===== config.mk =====
export PLATFORM = sky130hd
export DESIGN_NAME = spi_master_arbiter
export DESIGN_NICKNAME = d
export VERILOG_FILES = /design/src/rtl/spi_master_arbiter.sv
export SDC_FILE = /design/constraint.sdc
export NUM_CORES = 1
export LEC_CHECK = 0
export CORE_UTILIZATION = 35
export CTS_CLUSTER_DIAMETER = 100
export DETAILED_ROUTE_END_ITERATION = 10
export PLACE_DENSITY = 0.79
export SLEW_MARGIN = 20
export SYNTH_ARGS = -nofsm -noshare
export SYNTH_HDL_FRONTEND = slang
export SYNTH_SLANG_ARGS = --single-unit

===== constraint.sdc =====
create_clock -name clk -period 2.2 [get_ports clk]
set_input_delay 0.44 -clock clk [delete_from_list [all_inputs] [get_ports clk]]
set_output_delay 0.44 -clock clk [all_outputs]
set_load 0.02 [all_outputs]

===== src/rtl/spi_master_arbiter.sv =====
// Round-robin arbiter/sequencer sharing one SPI master between nreqs requesters.
// Caches the last programmed packet size so repeated sizes skip the size handshake.
module spi_master_arbiter #(
    parameter int nbits = 34,
    parameter int nreqs = 2,
    localparam int sbits = $clog2(nbits),
    localparam int ibits = $clog2(nreqs)
) (
    input  logic                    clk,
    input  logic                    reset,
    input  logic [nreqs-1:0]        req_val,
    output logic [nreqs-1:0]        req_rdy,
    input  logic [nreqs*nbits-1:0]  req_msg,
    input  logic [nreqs*sbits-1:0]  req_size,
    output logic [nreqs-1:0]        resp_val,
    input  logic [nreqs-1:0]        resp_rdy,
    output logic [nbits-1:0]        resp_msg,
    output logic                    packet_size_ifc_val,
    input  logic                    packet_size_ifc_rdy,
    output logic [sbits-1:0]        packet_size_ifc_msg,
    output logic                    spi_recv_val,
    input  logic                    spi_recv_rdy,
    output logic [nbits-1:0]        spi_recv_msg,
    input  logic                    spi_send_val,
    output logic                    spi_send_rdy,
    input  logic [nbits-1:0]        spi_send_msg,
    output logic [ibits-1:0]        grant_idx,
    output logic                    busy
);

    typedef enum logic [1:0] {IDLE, SIZE, DATA, RESP} state_t;

    state_t            state, state_nxt;
    logic [ibits-1:0]  ptr;
    logic              size_vld;
    logic [sbits-1:0]  size_cache;
    logic [sbits-1:0]  size_q;
    logic [nbits-1:0]  msg_q;

    logic              win_found;
    logic [ibits-1:0]  win_idx;
    logic [sbits-1:0]  win_size;
    logic [nbits-1:0]  win_msg;
    int unsigned       cand;
    logic              resp_fire;

    // First valid requester at or after ptr, wrapping around.
    always_comb begin
        win_found = 1'b0;
        win_idx   = '0;
        cand      = 0;
        for (int unsigned k = 0; k < nreqs; k++) begin
            cand = (32'(ptr) + k) % nreqs;
            if (!win_found && req_val[cand]) begin
                win_found = 1'b1;
                win_idx   = ibits'(cand);
            end
        end
        win_msg  = req_msg[int'(win_idx)*nbits +: nbits];
        win_size = req_size[int'(win_idx)*sbits +: sbits];
    end

    assign resp_fire = (state == RESP) && spi_send_val && resp_rdy[grant_idx];

    always_comb begin
        state_nxt           = state;
        req_rdy             = '0;
        resp_val            = '0;
        packet_size_ifc_val = 1'b0;
        spi_recv_val        = 1'b0;
        spi_send_rdy        = 1'b0;
        case (state)
            IDLE: begin
                if (win_found) begin
                    req_rdy[win_idx] = 1'b1;
                    state_nxt = (size_vld && (win_size == size_cache)) ? DATA : SIZE;
                end
            end
            SIZE: begin
                packet_size_ifc_val = 1'b1;
                if (packet_size_ifc_rdy) state_nxt = DATA;
            end
            DATA: begin
                spi_recv_val = 1'b1;
                if (spi_recv_rdy) state_nxt = RESP;
            end
            RESP: begin
                spi_send_rdy        = resp_rdy[grant_idx];
                resp_val[grant_idx] = spi_send_val;
                if (resp_fire) state_nxt = IDLE;
            end
            default: state_nxt = IDLE;
        endcase
    end

    assign packet_size_ifc_msg = size_q;
    assign spi_recv_msg        = msg_q;
    assign resp_msg            = spi_send_msg;
    assign busy                = (state != IDLE);

    always_ff @(posedge clk) begin
        if (reset) begin
            state      <= IDLE;
            ptr        <= '0;
            grant_idx  <= '0;
            size_vld   <= 1'b0;
            size_cache <= '0;
            size_q     <= '0;
            msg_q      <= '0;
        end else begin
            state <= state_nxt;
            if (state == IDLE && win_found) begin
                msg_q     <= win_msg;
                size_q    <= win_size;
                grant_idx <= win_idx;
            end
            if (state == SIZE && packet_size_ifc_rdy) begin
                size_cache <= size_q;
                size_vld   <= 1'b1;
            end
            if (resp_fire) begin
                ptr <= (int'(grant_idx) == nreqs - 1) ? '0 : grant_idx + 1'b1;
            end
        end
    end

endmodule

==> results by group, run 1 <==
Clock tree
  • Clock sink total: 51
  • Clock Latency Late Sink: 0.30 ns
  • CTS clk-pin slew, worst paths: approximately 0.090 ns
  • Post-CTS sizing: 6
  • H-tree depth: 2
  • # hold bufs at CTS: 0
  • Post-CTS Setup Bufs: 0
  • CTS max path bufs: 2
  • CTS tree: yes
  • TritonCTS buffer count: 5
  • Clk Tree Root Cell: clkbuf_8

STA
  • Number of hold violations in the final report: 0
  • Measured slew at the worst slew-check pin: about 0.86 ns
  • Worst hold margin: 0.4709 ns
  • Setup TNS: 0 ns
  • RSZ-0062 raised after global routing: false
  • Crit share post-route: 95.32%
  • Max Clk Rate: ~0.48 GHz
  • Post-layout minimum cycle time: 2.097 ns
  • Final Setup Violations: 0
  • Max Slew Vio Count: 0
  • Worst Skew: approximately 0.0074 ns
  • Slew Limit Headroom: between 40 and 50%

Yosys
  • Synth top area cells: dfxtp_1 36%, buf_4 9.3%, nand2_1 6.7%
  • Synth area leader: dfxtp_1
  • Yosys top cell area share: a little over a third
  • Sequential area share after synthesis: 36.22%
  • Synth Cell Area: between 2000 and 3000 um^2
  • Yosys reg bits: approximately 50
  • Syn_nets: around 480
  • Syn Area/Cell: about 8 um^2
  • Cells after synthesis: approximately 350
  • Ys Warns: 0
  • Netlist cell types: between 40 and 50

Layout
  • Commonest non-fill, non-tap cell in the layout: clkdlybuf4s50_1
  • Commonest cells after routing, fill and taps aside: 129 x clkdlybuf4s50_1, 51 x dfxtp_1, 50 x nor2_1, 50 x nand2_1
  • Layout cell share with drive strength beyond 1: between 6 and 7%
  • P&R area growth vs syn: 47.40%
  • # diodes: 0
  • Fin nets: around 580
  • Post-route design area: between 4000 and 5000 um^2

Status
  • Run status: finished clean

Setup path
  • RR Startpoint: ptr
  • FF-to-FF path depth: 6
  • Crit-path max FO: 5
  • RR Endpoint: state[1]
  • Max incr delay on CP: approximately 0.37 ns
  • Crit path cell chain: inv_1, ha_1, inv_1, nor2_1, dlygate4sd2_1
  • CP Launch Type: flip-flop
  • Crit Path Class: reg2out
  • Req. time, crit path: around 1.8 ns
  • Slowest-stage cell, CP: dfxtp_1
  • Element type at the critical path end: primary output
  • FF-to-FF setup slack: just over 0.4 ns
  • CP top delay family: buffers and inverters
  • Crit path buf inv count: 3
  • Most Frequent Cell on Critical Path: inv_1
  • CP arrival: approximately 1.7 ns

Die
  • # rows: 32
  • Die area: about 8400 um^2
  • Core area: roughly 8000 um^2
  • I/O pins: between 200 and 250
  • Horiz. Die Dim: about 92 um
  • Die Ht: around 92 um
  • Starting Density: a little over a third

Worst hold path
  • Worst hold start: size_vld
  • HP Class: reg2reg
  • Hold Crit Depth: 2
  • Hold Path End: size_vld

Pwr
  • Leakage: approximately 0.0017 uW
  • Power per cell area: 1058 nW/um^2
  • Peak VDD IR: around 380 uV

Drt
  • Residual DRC: 0
  • Overall via count from detail_route: just under 3000
  • Total iterations of the first detailed-routing run: 4
  • Drt via density: 5.253
  • Routed WL per cell: ~15 um
  • Iter 0 DRT Violations: between 100 and 150
  • Post-route ant nets: 0
  • WL final: 8217 um

Placement
  • Placed wire-length estimate: ~6000 um
  • Post-DP Area: around 4000 um^2
  • IO Port Bufs: 137
  • GPL Wtd Cong: approximately 0.80

GRT
  • GRT Util Overall: about a fifth
  • Global-route wire length before repair: 13480 um
  • Largest net degree at the start of global routing: 43
  • Vias in the first global route: roughly 2800
  • GRT overflow: 0
  • Initial antenna violation count: 0

Job
  • Max-Cap Viols: 0
## layer usage
metal / vias to the layer above / wire (um) / global-route usage, % / part of all wire [%]
met5: - / 0 / 0 / 0
met4: 0 / 68 / 4.557 / 0.83
met3: 14 / 798 / 5.307 / 9.7
met2: 150 / 3975 / 34.27 / 48
met1: 1343 / 3374 / 24.13 / 41
li1: 1403 / - / - / -
## power breakdown
part | total [uW] | internal (uW) | switching, uW | leakage, uW
combinational | 2340 | 1070 | 1270 | 0.00119
clock | 679 | 369 | 311 | 0.0000612
sequential | 1380 | 1200 | 179 | 0.000420
## cells in the mapped netlist (all sizes together)
library cell,number
a211oi,1
a21boi,1
a21oi,11
a221oi,1
a22o,19
a22oi,20
a311o,1
a311oi,20
a31oi,3
a41oi,1
and2,2
and3,3
and3b,1
and4,2
buf,49
clkbuf,11
dfxtp,51
ha,4
inv,13
mux2i,2
nand2,50
nand2b,4
nand3,11
nand4b,2
nor2,51
nor2b,2
nor3,2
o2111ai,1
o211ai,2
o21ai,4
o221ai,3
or2,1
xnor2,1
xor2,2
## layout make-up
class	count	area (um^2)
Fill cell	731	3612
Timing Repair Buffer	152	1483
Multi-Input combinational cell	228	1358
Sequential cell	51	1021
Tap cell	102	127.6
Clock buffer	6	82.58
Inverter	13	48.80
Clock inverter	2	35.03
## stage by stage
step / instances / worst slack [ns] / util, % / power, uW
global route: 554 / 0.02402 / 53.50 / 4694
detailed placement: 546 / -0.2743 / 52.09 / 3766
finish: 554 / 0.1030 / 53.50 / 4398
CTS: 554 / 0.002437 / 53.51 / 4427
floorplan: 352 / 0.4887 / - / 2807
global placement: 546 / -0.2369 / 52.09 / 3702
## cell families after synthesis
family | share of synthesized area, %
buffers and inverters | 15.62
flip-flops | 36.22
AND/OR/NAND/NOR | 20.55
XOR/XNOR | 0.9323
AO/OA/AOI/OAI | 24.19
adder cells (fa/ha/maj) | 1.775
multiplexers | 0.7102
## state kept, by name, indices dropped and copies added, names as in the netlist
| signal | cells |
|---|---|
| size_vld | 1 |
| ptr | 1 |
| state | 2 |
| size_cache | 6 |
| spi_recv_msg | 34 |
| grant_idx | 1 |
| packet_size_ifc_msg | 6 |
## how the worst max path moves through the flow
stage	startpoint	slack, ns	endpoint	depth (start not counted)
6_report	state[0]	0.10	req_rdy[1]	5
5_1_grt	state[0]	0.02	req_rdy[1]	5
4_1_cts	req_val[0]	0.002	req_rdy[0]	5
3_5_place_dp	req_val[0]	-0.27	req_rdy[0]	5
3_3_place_gp	req_val[0]	-0.24	req_rdy[0]	5
2_1_floorplan	req_val[0]	0.49	req_rdy[0]	5
## worst register-to-register path, stage by stage, from the launching register on
cell	delay (ns)
dfxtp_1	0.41
nand2b_4	0.17
and2_2	0.15
buf_4	0.42
o21ai_0	0.22
a41oi_1	0.25
nor3_1	0.08
Note: power is estimated with default switching activity, not from simulation.
==> run 2: changes to the inputs <==
HOLD_SLACK_MARGIN = 0.02   (was not set)
SLEW_MARGIN = 10   (was 20)
==> results of run 2 <==
No change in the layout: final DEF, timing and power equal those of run 1.
